## src/rtl/rho_pi_pkg.sv

```systemverilog
// Shared constants for the rho/pi lane stages: lane count, rotation offsets,
// pi source-lane map and the sequencer state encoding.
package rho_pi_pkg;

  localparam int LANES = 25;
  localparam logic [4:0] LAST_LANE = 5'(LANES - 1);

  typedef enum logic [1:0] {
    S_IDLE  = 2'd0,
    S_RUN   = 2'd1,
    S_DRAIN = 2'd2,
    S_DONE  = 2'd3
  } state_t;

  // r[x][y] flattened by A-lane k = 5*y + x
  function automatic logic [5:0] rot_amt(input logic [4:0] k);
    logic [5:0] r;
    case (k)
      5'd0:  r = 6'd0;   5'd1:  r = 6'd1;   5'd2:  r = 6'd62;
      5'd3:  r = 6'd28;  5'd4:  r = 6'd27;  5'd5:  r = 6'd36;
      5'd6:  r = 6'd44;  5'd7:  r = 6'd6;   5'd8:  r = 6'd55;
      5'd9:  r = 6'd20;  5'd10: r = 6'd3;   5'd11: r = 6'd10;
      5'd12: r = 6'd43;  5'd13: r = 6'd25;  5'd14: r = 6'd39;
      5'd15: r = 6'd41;  5'd16: r = 6'd45;  5'd17: r = 6'd15;
      5'd18: r = 6'd21;  5'd19: r = 6'd8;   5'd20: r = 6'd18;
      5'd21: r = 6'd2;   5'd22: r = 6'd61;  5'd23: r = 6'd56;
      5'd24: r = 6'd14;
      default: r = 6'd0;
    endcase
    return r;
  endfunction

  // B lane holding A lane k: lane(y, (2x+3y) mod 5), precomputed
  function automatic logic [4:0] src_lane(input logic [4:0] k);
    logic [4:0] s;
    case (k)
      5'd0:  s = 5'd0;   5'd1:  s = 5'd10;  5'd2:  s = 5'd20;
      5'd3:  s = 5'd5;   5'd4:  s = 5'd15;  5'd5:  s = 5'd16;
      5'd6:  s = 5'd1;   5'd7:  s = 5'd11;  5'd8:  s = 5'd21;
      5'd9:  s = 5'd6;   5'd10: s = 5'd7;   5'd11: s = 5'd17;
      5'd12: s = 5'd2;   5'd13: s = 5'd12;  5'd14: s = 5'd22;
      5'd15: s = 5'd23;  5'd16: s = 5'd8;   5'd17: s = 5'd18;
      5'd18: s = 5'd3;   5'd19: s = 5'd13;  5'd20: s = 5'd14;
      5'd21: s = 5'd24;  5'd22: s = 5'd9;   5'd23: s = 5'd19;
      5'd24: s = 5'd4;
      default: s = 5'd0;
    endcase
    return s;
  endfunction

endpackage

```

## src/rtl/rho_pi_decoder_lane_rotr.sv

```systemverilog
// Combinational rotate-right of one lane; amount is reduced mod W.
module lane_rotr #(
  parameter int W = 64
) (
  input  logic [W-1:0] din,
  input  logic [5:0]   amt,
  output logic [W-1:0] dout
);

  logic [31:0]    sh;
  logic [2*W-1:0] dbl;

  always_comb begin
    sh   = 32'(amt) % W;
    dbl  = {din, din} >> sh;
    dout = dbl[W-1:0];
  end

endmodule

```

## src/rtl/rho_pi_decoder.sv

```systemverilog
// Inverse rho/pi stage: reads 25 encoded lanes of one data set, un-permutes
// and un-rotates them, and writes the recovered lanes in ascending order.
module rho_pi_decoder
  import rho_pi_pkg::*;
#(
  parameter int W    = 64,
  parameter int IDXW = 10
) (
  input  logic              clk,
  input  logic              rst,
  input  logic              start,
  input  logic [IDXW-1:0]   file_index,
  output logic              finish,
  output logic              rd_en,
  output logic [IDXW+4:0]   rd_addr,
  input  logic [W-1:0]      rd_data,
  output logic              wr_en,
  output logic [IDXW+4:0]   wr_addr,
  output logic [W-1:0]      wr_data
);

  localparam int STAGES = 2;

  state_t                      state, state_nxt;
  logic [IDXW-1:0]             idx_q;
  logic [4:0]                  cnt;
  logic [STAGES:0]             vld_pipe;
  logic [STAGES-1:0][4:0]      lane_pipe;
  logic [5:0]                  amt;
  logic [W-1:0]                rot_out;
  logic                        issue, accept, finish_d;

  always_ff @(posedge clk) begin
    if (rst) state <= S_IDLE;
    else     state <= state_nxt;
  end

  // DRAIN ends once the final read's data is in the rotate stage
  always_comb begin
    state_nxt = state;
    case (state)
      S_IDLE, S_DONE: if (start) state_nxt = S_RUN;
      S_RUN:          if (cnt == LAST_LANE) state_nxt = S_DRAIN;
      S_DRAIN:        if (vld_pipe[1] && !vld_pipe[0]) state_nxt = S_DONE;
      default:        state_nxt = S_IDLE;
    endcase
  end

  always_comb begin
    issue    = (state == S_RUN);
    accept   = ((state == S_IDLE) || (state == S_DONE)) && start;
    finish_d = (state == S_DONE);
  end

  assign rd_en = vld_pipe[0];
  assign wr_en = vld_pipe[STAGES];
  assign amt   = rot_amt(lane_pipe[1]);

  lane_rotr #(.W(W)) u_rotr (
    .din  (rd_data),
    .amt  (amt),
    .dout (rot_out)
  );

  // finish trails DONE by one edge so it drops one cycle into a new run
  always_ff @(posedge clk) begin
    if (rst) begin
      finish    <= 1'b0;
      vld_pipe  <= '0;
      lane_pipe <= '0;
      cnt       <= '0;
      idx_q     <= '0;
      rd_addr   <= '0;
      wr_addr   <= '0;
      wr_data   <= '0;
    end else begin
      finish   <= finish_d;
      vld_pipe <= {vld_pipe[STAGES-1:0], issue};
      if (accept) begin
        idx_q <= file_index;
        cnt   <= '0;
      end else if (issue && (cnt != LAST_LANE)) begin
        cnt <= cnt + 5'd1;
      end
      if (issue) begin
        rd_addr      <= {idx_q, src_lane(cnt)};
        lane_pipe[0] <= cnt;
      end
      lane_pipe[1] <= lane_pipe[0];
      if (vld_pipe[1]) begin
        wr_data <= rot_out;
        wr_addr <= {idx_q, lane_pipe[1]};
      end
    end
  end

endmodule

```

## config.mk

```make
export PLATFORM = sky130hd
export DESIGN_NAME = rho_pi_decoder
export DESIGN_NICKNAME = d
export VERILOG_FILES = /design/src/rtl/rho_pi_pkg.sv /design/src/rtl/rho_pi_decoder_lane_rotr.sv /design/src/rtl/rho_pi_decoder.sv
export SDC_FILE = /design/constraint.sdc
export NUM_CORES = 1
export LEC_CHECK = 0
export CAP_MARGIN = 20
export CORE_ASPECT_RATIO = 2
export CORE_UTILIZATION = 54
export CTS_CLUSTER_DIAMETER = 50
export CTS_CLUSTER_SIZE = 14
export DETAILED_ROUTE_END_ITERATION = 10
export GPL_ROUTABILITY_DRIVEN = 0
export PLACE_DENSITY = 0.82
export REMOVE_ABC_BUFFERS = 1
export SYNTH_ARGS = -nofsm -noshare
export SYNTH_HDL_FRONTEND = slang
export SYNTH_SLANG_ARGS = --single-unit
```

## constraint.sdc

```tcl
create_clock -name clk -period 2.6 [get_ports clk]
set_input_delay 0.39 -clock clk [delete_from_list [all_inputs] [get_ports clk]]
set_output_delay 0.39 -clock clk [all_outputs]
set_load 0.005 [all_outputs]
```

Word level (Yosys, flattened, before mapping)
Memories as Yosys holds them, arrays and structs flattened. A register that Yosys moved wholly into a read port is not among the register bits.
Cells that the tools add are included.
Widths: inputs -> output; s select.
Storage, ports and cells
  output and inout bits: 97
  ROM bits: 352
  word-level logic and storage cells: 36
  bits in registers: 125
  memories: 2
  bits of input ports: 77
Memory list
  (name not given): depth 32, bits a word 6, rd ports 1, clocked after memory_dff 1, wr ports 0, RTL line rho_pi_pkg.sv:18  | case (k)
  (name not given): depth 32, bits a word 5, rd ports 1, clocked after memory_dff 1, wr ports 0, RTL line rho_pi_pkg.sv:36  | case (k)
Operators by class
  reductions and logical operators: 9
  $add $sub $neg: 1
  equal/unequal tests: 8
  multiplexer cells: 5
  shifts and indexed selects: 1
Operator list (count)
  $shr 128x6->64: 1
  $mux 2: 3
  $pmux 2 s3: 1
  $add 5x1->5 const B: 1
  $eq 5x5->1 const B: 1
  $mux 5: 1
  $ne 5x5->1 const B: 1
  $eq 2x2->1 const B: 2
  $ne 2x2->1 const B: 2
  $reduce_or 2->1: 2
  $logic_and 1x1->1: 3
  $reduce_and 3->1: 1
  $eq 2x1->1 const B: 1
  $logic_not 2->1: 1
  $ne 2x1->1 const B: 1
  $logic_not 1->1: 1
  $logic_or 1x1->1: 1

Logic depth before layout (Yosys ltp)
Gate-level depths: netlist of run 1.
  word-level depth: 4
  gate-level depth with buffers: 10
  gate-level depth less buffers: 7

Hierarchy
A second synthesis of run 1 with hierarchy kept.
Unflattened totals
  cell total of the unflattened synthesis: 775
  area, all modules: 9882.0 um^2
Modules (own cells, without submodules)
  rho_pi_decoder: area each 5273.8 um^2, cells each 541, times used 1
  lane_rotr: area each 4608.2 um^2, cells each 234, times used 1

Least setup slack after synthesis of run 1
Ideal clock, no wire load.
  kind: input-to-reg
  from: input port rst
  to: register amt[1] (netlist name)
  path buffers: 3
  setup time: 0.074 ns
  data arrival time: 2.132 ns
  stages on the path: 8
  setup slack: 0.394 ns
  cell sequence: clkbuf_1 > clkbuf_1 > clkbuf_1 > nor2b_1 > ha_1 > inv_1 > mux4_2 > o21ai_0
Between the ends
  cells in the longest elaborated chain, start to end: 1
RTL lines
  start, declared: RTL line rho_pi_decoder.sv:10  | input logic rst,
  $mux 5 (no source line)
Every way passes these cells.
A chain may end at the register's enable or synchronous reset.

Worst setup path after layout of run 1
  from: register amt[1] (netlist name)
  to: register wr_data[41]
Between the ends
  cells in the longest elaborated chain, start to end: 1
RTL lines
  $shr 128x6->64: RTL line rho_pi_decoder_lane_rotr.sv:15  | dbl = {din, din} >> sh;
  end signal, assigned: RTL line rho_pi_decoder.sv:91  | wr_data <= rot_out;
  end, declared: RTL line rho_pi_decoder.sv:19  | output logic [W-1:0] wr_data
Every way passes these cells.

==> impl_metrics.toml, run 1 <==
[status]
run_status = "finished clean"

[placed_design]
placed_cells = 1106
port-buffer-count = 173
placement.setup.worst_slack_ps = -72.2
placement.cell_area_mm2 = 0.0112
place.detailed.hpwl_um = 21300

[sta]
finalHoldViolCount = 0
max_clock_freq_mhz = 395
period_share_pct = 97.4
setup_slack_ps = 66.6
timing_max_transition_violations_final = 0
setup_viol_count_final = 0
summed_negative_setup_slack_over_all_endpoints_ps = 0
fin_crit_ps = 2530
skew_ps = 8.75
timing.slew.headroom_pct = 41.6
timing.hold.ws_ps = 225
timing_worst_slew_pin_value_ps = 876
setup_repair_after_global_routing_missed_its_margin = "false"

[finish]
register_cell_area_after_layout_mm2 = 0.00264
flow.area_growth_from_synthesis_pct = 28.6
design.final.nets = 1012
fill_cells = 1171
proportion_of_layout_cells_with_a_drive_suffix_above_1_pct = 29.4
finish.instance_area_mm2 = 0.0119
multi_input_comb_area_mm2 = 0.00617
diodes = 0
final_util_pct = 70.9
finish.cell_count_without_fillers = 1138

[synthesis]
synth_xor_area_share_pct = 0.569
synth_top_family_by_area = "multiplexers"
yosys_most_used_dff = "dfxtp_1"
synth_area_mm2 = 0.00924
synth-adder-area-share_pct = 2.30
syn_inst = 776
synthDistinctLibCells = 39
synth_mux_area_share_pct = 42.7
synth_compound_area_share_pct = 9.55
yosys_register_bits = 131
yosys.area_share.simple_pct = 11.6
synth-edff-count = 0
async_flop_share_pct = 0
synth.yosys.seq_area_share_pct = 28.4
ys_warn_count = 0
postSynthAreaPerCell_um2 = 11.9

[worst_setup_path]
path_delay_family = "multiplexers"
critical_path.slowest_cell = "mux4_2"
cp-end-kind = "flop"
worstPathArrival_ps = 2810
critical_path.cell_chain = "buf_12 -> mux4_2 -> mux4_2 -> mux2i_1 -> o221ai_1"
worst-setup-path-type = "reg -> reg"
required_ps = 2880
crit_path_frequent_cell = "mux4_2"
cp_slowest_stage_delay_ps = 650
critPathBufInv = 1
crit_path_max_fanout = 20
setup.worst_path.start_class = "flop"

[route]
detail-route-antenna-nets = 0
drt_pre_antenna_iters = 5
dr.first_iter.drc_count = 582
avgViaCountPerCell = 7.03
routed_wire_length_per_instance_um = 24.8
via_count = 7999
route.detailed.drc = 0
wirelength_um = 28200

[floorplan]
io-pin-count = 174
placementRows = 67
die_area_mm2 = 0.0177
area_of_the_placeable_core_mm2 = 0.0168
start_util_pct = 55.1
die_width_um = 94.5
die_height_um = 187

[cts]
postCtsSetupBuffers = 0
tritoncts = "yes"
worst_setup_hold_path_clk_slew_ps = 60
cts.root.buffer_cell = "clkbuf_16"
clock_sinks = 131
clock_tree.buffer_depth = 2
numCtsBuffers = 17
clk-insertion-delay-late_ps = 420
cts.htree.levels = 4

[global_routing]
global_route_wire_length_before_repair_um = 43100
grt_start_max_net_pins = 97
grt_pass1_vias = 7899
grt_usage_pct = 32.8
initial_antenna_violation_count = 0
gr-total-overflow = 0

[min_path]
hp_class = "in -> reg"

[run]
max-cap-violations = 0

[power]
power.leakage_nw = 3.84
pnr_total_power_mw = 7.00
power_per_cell_area_mw_per_mm2 = 589
vdd.ir_drop.worst_mv = 0.359
-- worst paths after layout --
| path | from | end | slack, ps | cells past startpoint |
|---|---|---|---|---|
| hold / removal | rst | wr_addr[0]$_SDFFE_PP0P_ | 230 | 2 |
| hold reg to reg | lane_pipe[5]$_SDFF_PP0_ | wr_addr[0]$_SDFFE_PP0P_ | 470 | 2 |
| setup / recovery | amt[1]$_DFF_P_ | wr_data[41]$_SDFFE_PP0P_ | 70 | 5 |
| setup reg to reg | amt[1]$_DFF_P_ | wr_data[41]$_SDFFE_PP0P_ | 70 | 5 |
-- cells by family after synthesis --
| group | count (synthesis) |
|---|---|
| muxes | 232 |
| and+or+nand+nor | 174 |
| buffers and inverters | 103 |
| DFF | 131 |
| xor gates and xnor gates | 6 |
| adders and majority gates | 17 |
| AOI/OAI and AO/OA | 113 |
-- power breakdown --
part,internal (mW),switching (mW)
Sequential,2.19,0.143
Combinational,0.945,0.954
Clock,1.81,0.947
-- cells in the final DEF (no fill, tap or decap), types with 17 or more instances in the layout --
cell / n
a21oi_1: 19
dfxtp_1: 125
ha_1: 17
buf_4: 34
clkbuf_16: 17
nand2_1: 29
clkdlybuf4s50_1: 172
mux4_2: 130
or3b_2: 65
mux2i_1: 99
o221ai_1: 65
nor2_1: 48
-- cell usage after synthesis (3+ instances only) --
cell,count,area (µm²)
dfxtp_1,131,2620
buf_1,22,82.6
mux2i_1,101,1010
mux4_2,130,2930
nand3b_1,4,30.0
o21ai_0,7,35.0
nand2_1,29,109
nand3_1,3,15.0
a211oi_1,6,45.0
nor2_1,48,180
inv_1,15,56.3
o221ai_1,65,569
buf_6,7,78.8
nand4_1,3,18.8
nor2b_1,10,62.6
buf_2,10,50.1
nand2b_1,7,43.8
ha_1,17,213
a21oi_1,19,95.1
or3b_2,65,569
xor2_1,4,35.0
clkbuf_1,49,184
-- final cells by class --
cell class                      instances  area share [%]
Inverter                               15           0.474
Multi-Input combinational cell        542            52.0
Clock inverter                         14            2.10
Clock buffer                           18            3.61
Sequential cell                       131            22.2
Timing Repair Buffer                  211            17.5
Tap cell                              207            2.18
-- state kept, by name, indices dropped and copies added, names as in the netlist --
register and count:
rd_addr 15, state 2, lane_pipe 10, vld_pipe 3, wr_addr 15, idx_q 10, wr_data 64, finish 1
amt 6, cnt 5
-- timing repair --
item                       CTS  global route
hold buffers                 0             0
gates resized for setup      0             2
setup endpoints to repair    0             3
-- routing by layer --
layer  global-route usage, %  wire length (µm)  vias up
li1                        -                 -     3398
met1                    31.9              8580     3846
met2                    58.0             15000      578
met3                    7.28              2130      177
met4                    24.8              2510        0
met5                       0                 0        -
Power figures use the tool's default switching activity.
==> inputs of run 2 (changes only) <==
- PLACE_DENSITY: 0.82 -> default
- PLACE_DENSITY_LB_ADDON: default -> 0.05
- SYNTH_HIERARCHICAL: default -> 1
==> run 2 against run 1 <==
The flow now finishes with violations (DRC, setup timing). Sequential power hardly changed. Utilization fell by 0.21 points. Critical path type unchanged. Worst setup slack worse by 210 ps. Combinational power is 11% higher. Power grew 1.2%. Synthesized cell count is 0.13% lower. Critical endpoint is now wr_data[3]$_SDFFE_PP0P_.
==> impl_metrics.toml, run 2 <==
[power]
p_switching_mw = 2.12
power_per_cell_area_mw_per_mm2 = 561
internal_power_mw = 4.96
comb_power_share_pct = 29.7
pnr_total_power_mw = 7.08
power.share.sequential_pct = 33.1
vdd.ir_drop.worst_mv = 0.421
power.leakage_nw = 3.99
sw_frac_of_total_pct = 29.9
clock_share_of_power_pct = 37.2

[route]
wl_met3_um = 1870
dr.first_iter.drc_count = 615
detail-route-antenna-nets = 0
wl_met2_um = 16200
routed_wire_length_per_instance_um = 25.2
avgViaCountPerCell = 6.84
drt_pre_antenna_iters = 9
route.detailed.drc = 22
top_layer_used = "met4"
wirelength_met1_um = 8960
via_count = 7870
wirelength_um = 29000

[global_routing]
global_route_wire_length_before_repair_um = 45100
initial_antenna_violation_count = 0
gr-total-overflow = 0
grt_pass1_vias = 8061
grt_usage_pct = 31.7
grt_start_max_net_pins = 104

[cts]
clock_sinks = 131
worst_setup_hold_path_clk_slew_ps = 60
clk-insertion-delay-late_ps = 420
cts.htree.levels = 4
cts.root.buffer_cell = "clkbuf_16"
numCtsBuffers = 17
clock_tree.buffer_depth = 2
tritoncts = "yes"

[finish]
largest_reg_flops = 64
fill_cells = 1241
layout.cells.most_common_list = "mux4_2 (192), clkdlybuf4s50_1 (172), dfxtp_1 (124)"
finish.instance_area_mm2 = 0.0126
final_common_cell = "mux4_2"
largest_registers = "wr_data: 64 flops, rd_addr: 15 flops, wr_addr: 15 flops"
registers.top_by_ff_count = "wr_data"
flow.area_growth_from_synthesis_pct = 27.8
proportion_of_layout_cells_with_a_drive_suffix_above_1_pct = 29.1
diodes = 0
design.final.nets = 1019

[sta]
setup_viol_count_final = 63
skew_ps = 7.85
summed_negative_setup_slack_over_all_endpoints_ps = -4740
timing_worst_slew_pin_value_ps = 684
setup_slack_ps = -141
finalHoldViolCount = 0
timing.slew.headroom_pct = 54.4
fin_crit_ps = 2740
timing_max_transition_violations_final = 0
period_share_pct = 105
max_clock_freq_mhz = 365
setup_repair_after_global_routing_missed_its_margin = "true"

[synthesis]
synth.area.top_cells = "mux4_2 (43%), dfxtp_1 (27%), mux2i_1 (9.6%), nor2_1 (4.3%), ha_1 (2.2%)"
synthDistinctLibCells = 43
synth.most_common_cell = "mux4_2"
synth_xor_area_share_pct = 0.532
ys_warn_count = 11
synth_area_mm2 = 0.00988
synth_commonest_cells = "mux4_2 (189), dfxtp_1 (131), nor2_1 (113)"
async_flop_share_pct = 0
synth_top_family_by_area = "multiplexers"
yosysTopAreaCellShare_pct = 43.1
syn_inst = 775
synthDominantAreaCellType = "mux4_2"
synth.yosys.seq_area_share_pct = 26.5
synth_compound_area_share_pct = 4.03
synth-edff-count = 0
yosys_register_bits = 131
yosys.area_share.simple_pct = 7.79
synth-adder-area-share_pct = 2.15
postSynthAreaPerCell_um2 = 12.8
yosys_most_used_dff = "dfxtp_1"
synth_mux_area_share_pct = 53.9

[status]
violations_in_the_final_reports = "DRC, setup timing"
run_status = "finished with violations"

[worst_setup_path]
setup.worst_path.start_class = "flop"
required_ps = 2880
worstPathArrival_ps = 3030
cp-end-kind = "flop"
crit_path_max_fanout = 8
worst-setup-path-type = "reg -> reg"

[placed_design]
place.detailed.hpwl_um = 21700
port-buffer-count = 173
placement.setup.worst_slack_ps = -310
placement.cell_area_mm2 = 0.0118

[floorplan]
io-pin-count = 174
die_height_um = 193
die_area_mm2 = 0.0189
area_of_the_placeable_core_mm2 = 0.0179
start_util_pct = 55.3
placementRows = 69
die_width_um = 97.7

[run]
max-cap-violations = 0

[min_path]
hp_class = "in -> reg"
[run 2: cell types whose count changed after synthesis, sizes merged, moves of 13 or more]
cell | before | now
nor2 | 48 | 113
or3b | 65 | 0
o221ai | 65 | 1
mux4 | 130 | 193
clkbuf | 49 | 28
buf | 39 | 52
[run 2: kinds of logic after synthesis]
group / after synthesis
muxes: 289
and+or+nand+nor: 177
DFF: 131
buffers and inverters: 93
AOI/OAI and AO/OA: 62
adders and majority gates: 17
xor gates and xnor gates: 6
[run 2: area by class of cell]
| type | instances | area (µm²) | share of cell area [%] |
|---|---|---|---|
| clock buffers | 18 | 450 | 3.57 |
| clock inverters | 14 | 196 | 1.56 |
| inverters | 13 | 48.8 | 0.386 |
| multi-input cells | 551 | 6750 | 53.4 |
| flip-flops and latches | 131 | 2640 | 20.9 |
| well taps | 213 | 267 | 2.11 |
| repair buffers | 211 | 2280 | 18.0 |
[run 2: critical path: stages, from the launching register on]
cell and delay [ps]:
dfxtp_4 370, buf_6 140, buf_12 140, mux4_2 630
mux4_2 570, mux4_2 480, mux2i_1 180, nor2_1 70
[run 2: metal layers]
metal / vias up / track usage, %
met1: 3940 / 31.8
met2: 469 / 59.1
met5: - / 0
met4: 0 / 20.5
met3: 96 / 5.38
li1: 3365 / -
[run 2: power by group through the flow]
stage / sequential, mW / clock, mW / combinational, mW
after global placement: 2.38 / 0 / 2.01
after floorplan: 2.46 / 0 / 1.22
final: 2.35 / 2.64 / 2.10
after global routing: 2.37 / 2.76 / 2.24
after CTS: 2.35 / 2.67 / 2.08
after detailed placement: 2.39 / 0 / 2.06
[run 2: what timing repair did]
item,CTS,global route
setup buffers,4,0
endpoints found under the setup margin,64,64
gates resized for setup,13,3
cloned,3,1
hold buffers,0,0
pin swaps,3,26
[run 2: final timing paths]
kind / from / slack (ps) / cells after the start / endpoint
hold reg to reg: lane_pipe[5]$_SDFF_PP0_ / 470 / 2 / wr_addr[0]$_SDFFE_PP0P_
setup reg to reg: amt[1]$_DFF_P_ / -140 / 7 / wr_data[3]$_SDFFE_PP0P_
hold / removal: rst / 350 / 2 / wr_data[61]$_SDFFE_PP0P_
setup / recovery: amt[1]$_DFF_P_ / -140 / 7 / wr_data[3]$_SDFFE_PP0P_
[run 2: through the flow]
| stage | util, % | std cells | hold slack, ps |
|---|---|---|---|
| 2_1_floorplan | - | 695 | 441 |
| 3_3_place_gp | 66.1 | 1111 | 449 |
| 3_5_place_dp | 66.1 | 1111 | 458 |
| 4_1_cts | 70.4 | 1150 | 337 |
| 5_1_grt | 70.7 | 1151 | 348 |
| 6_report | 70.7 | 1151 | 353 |
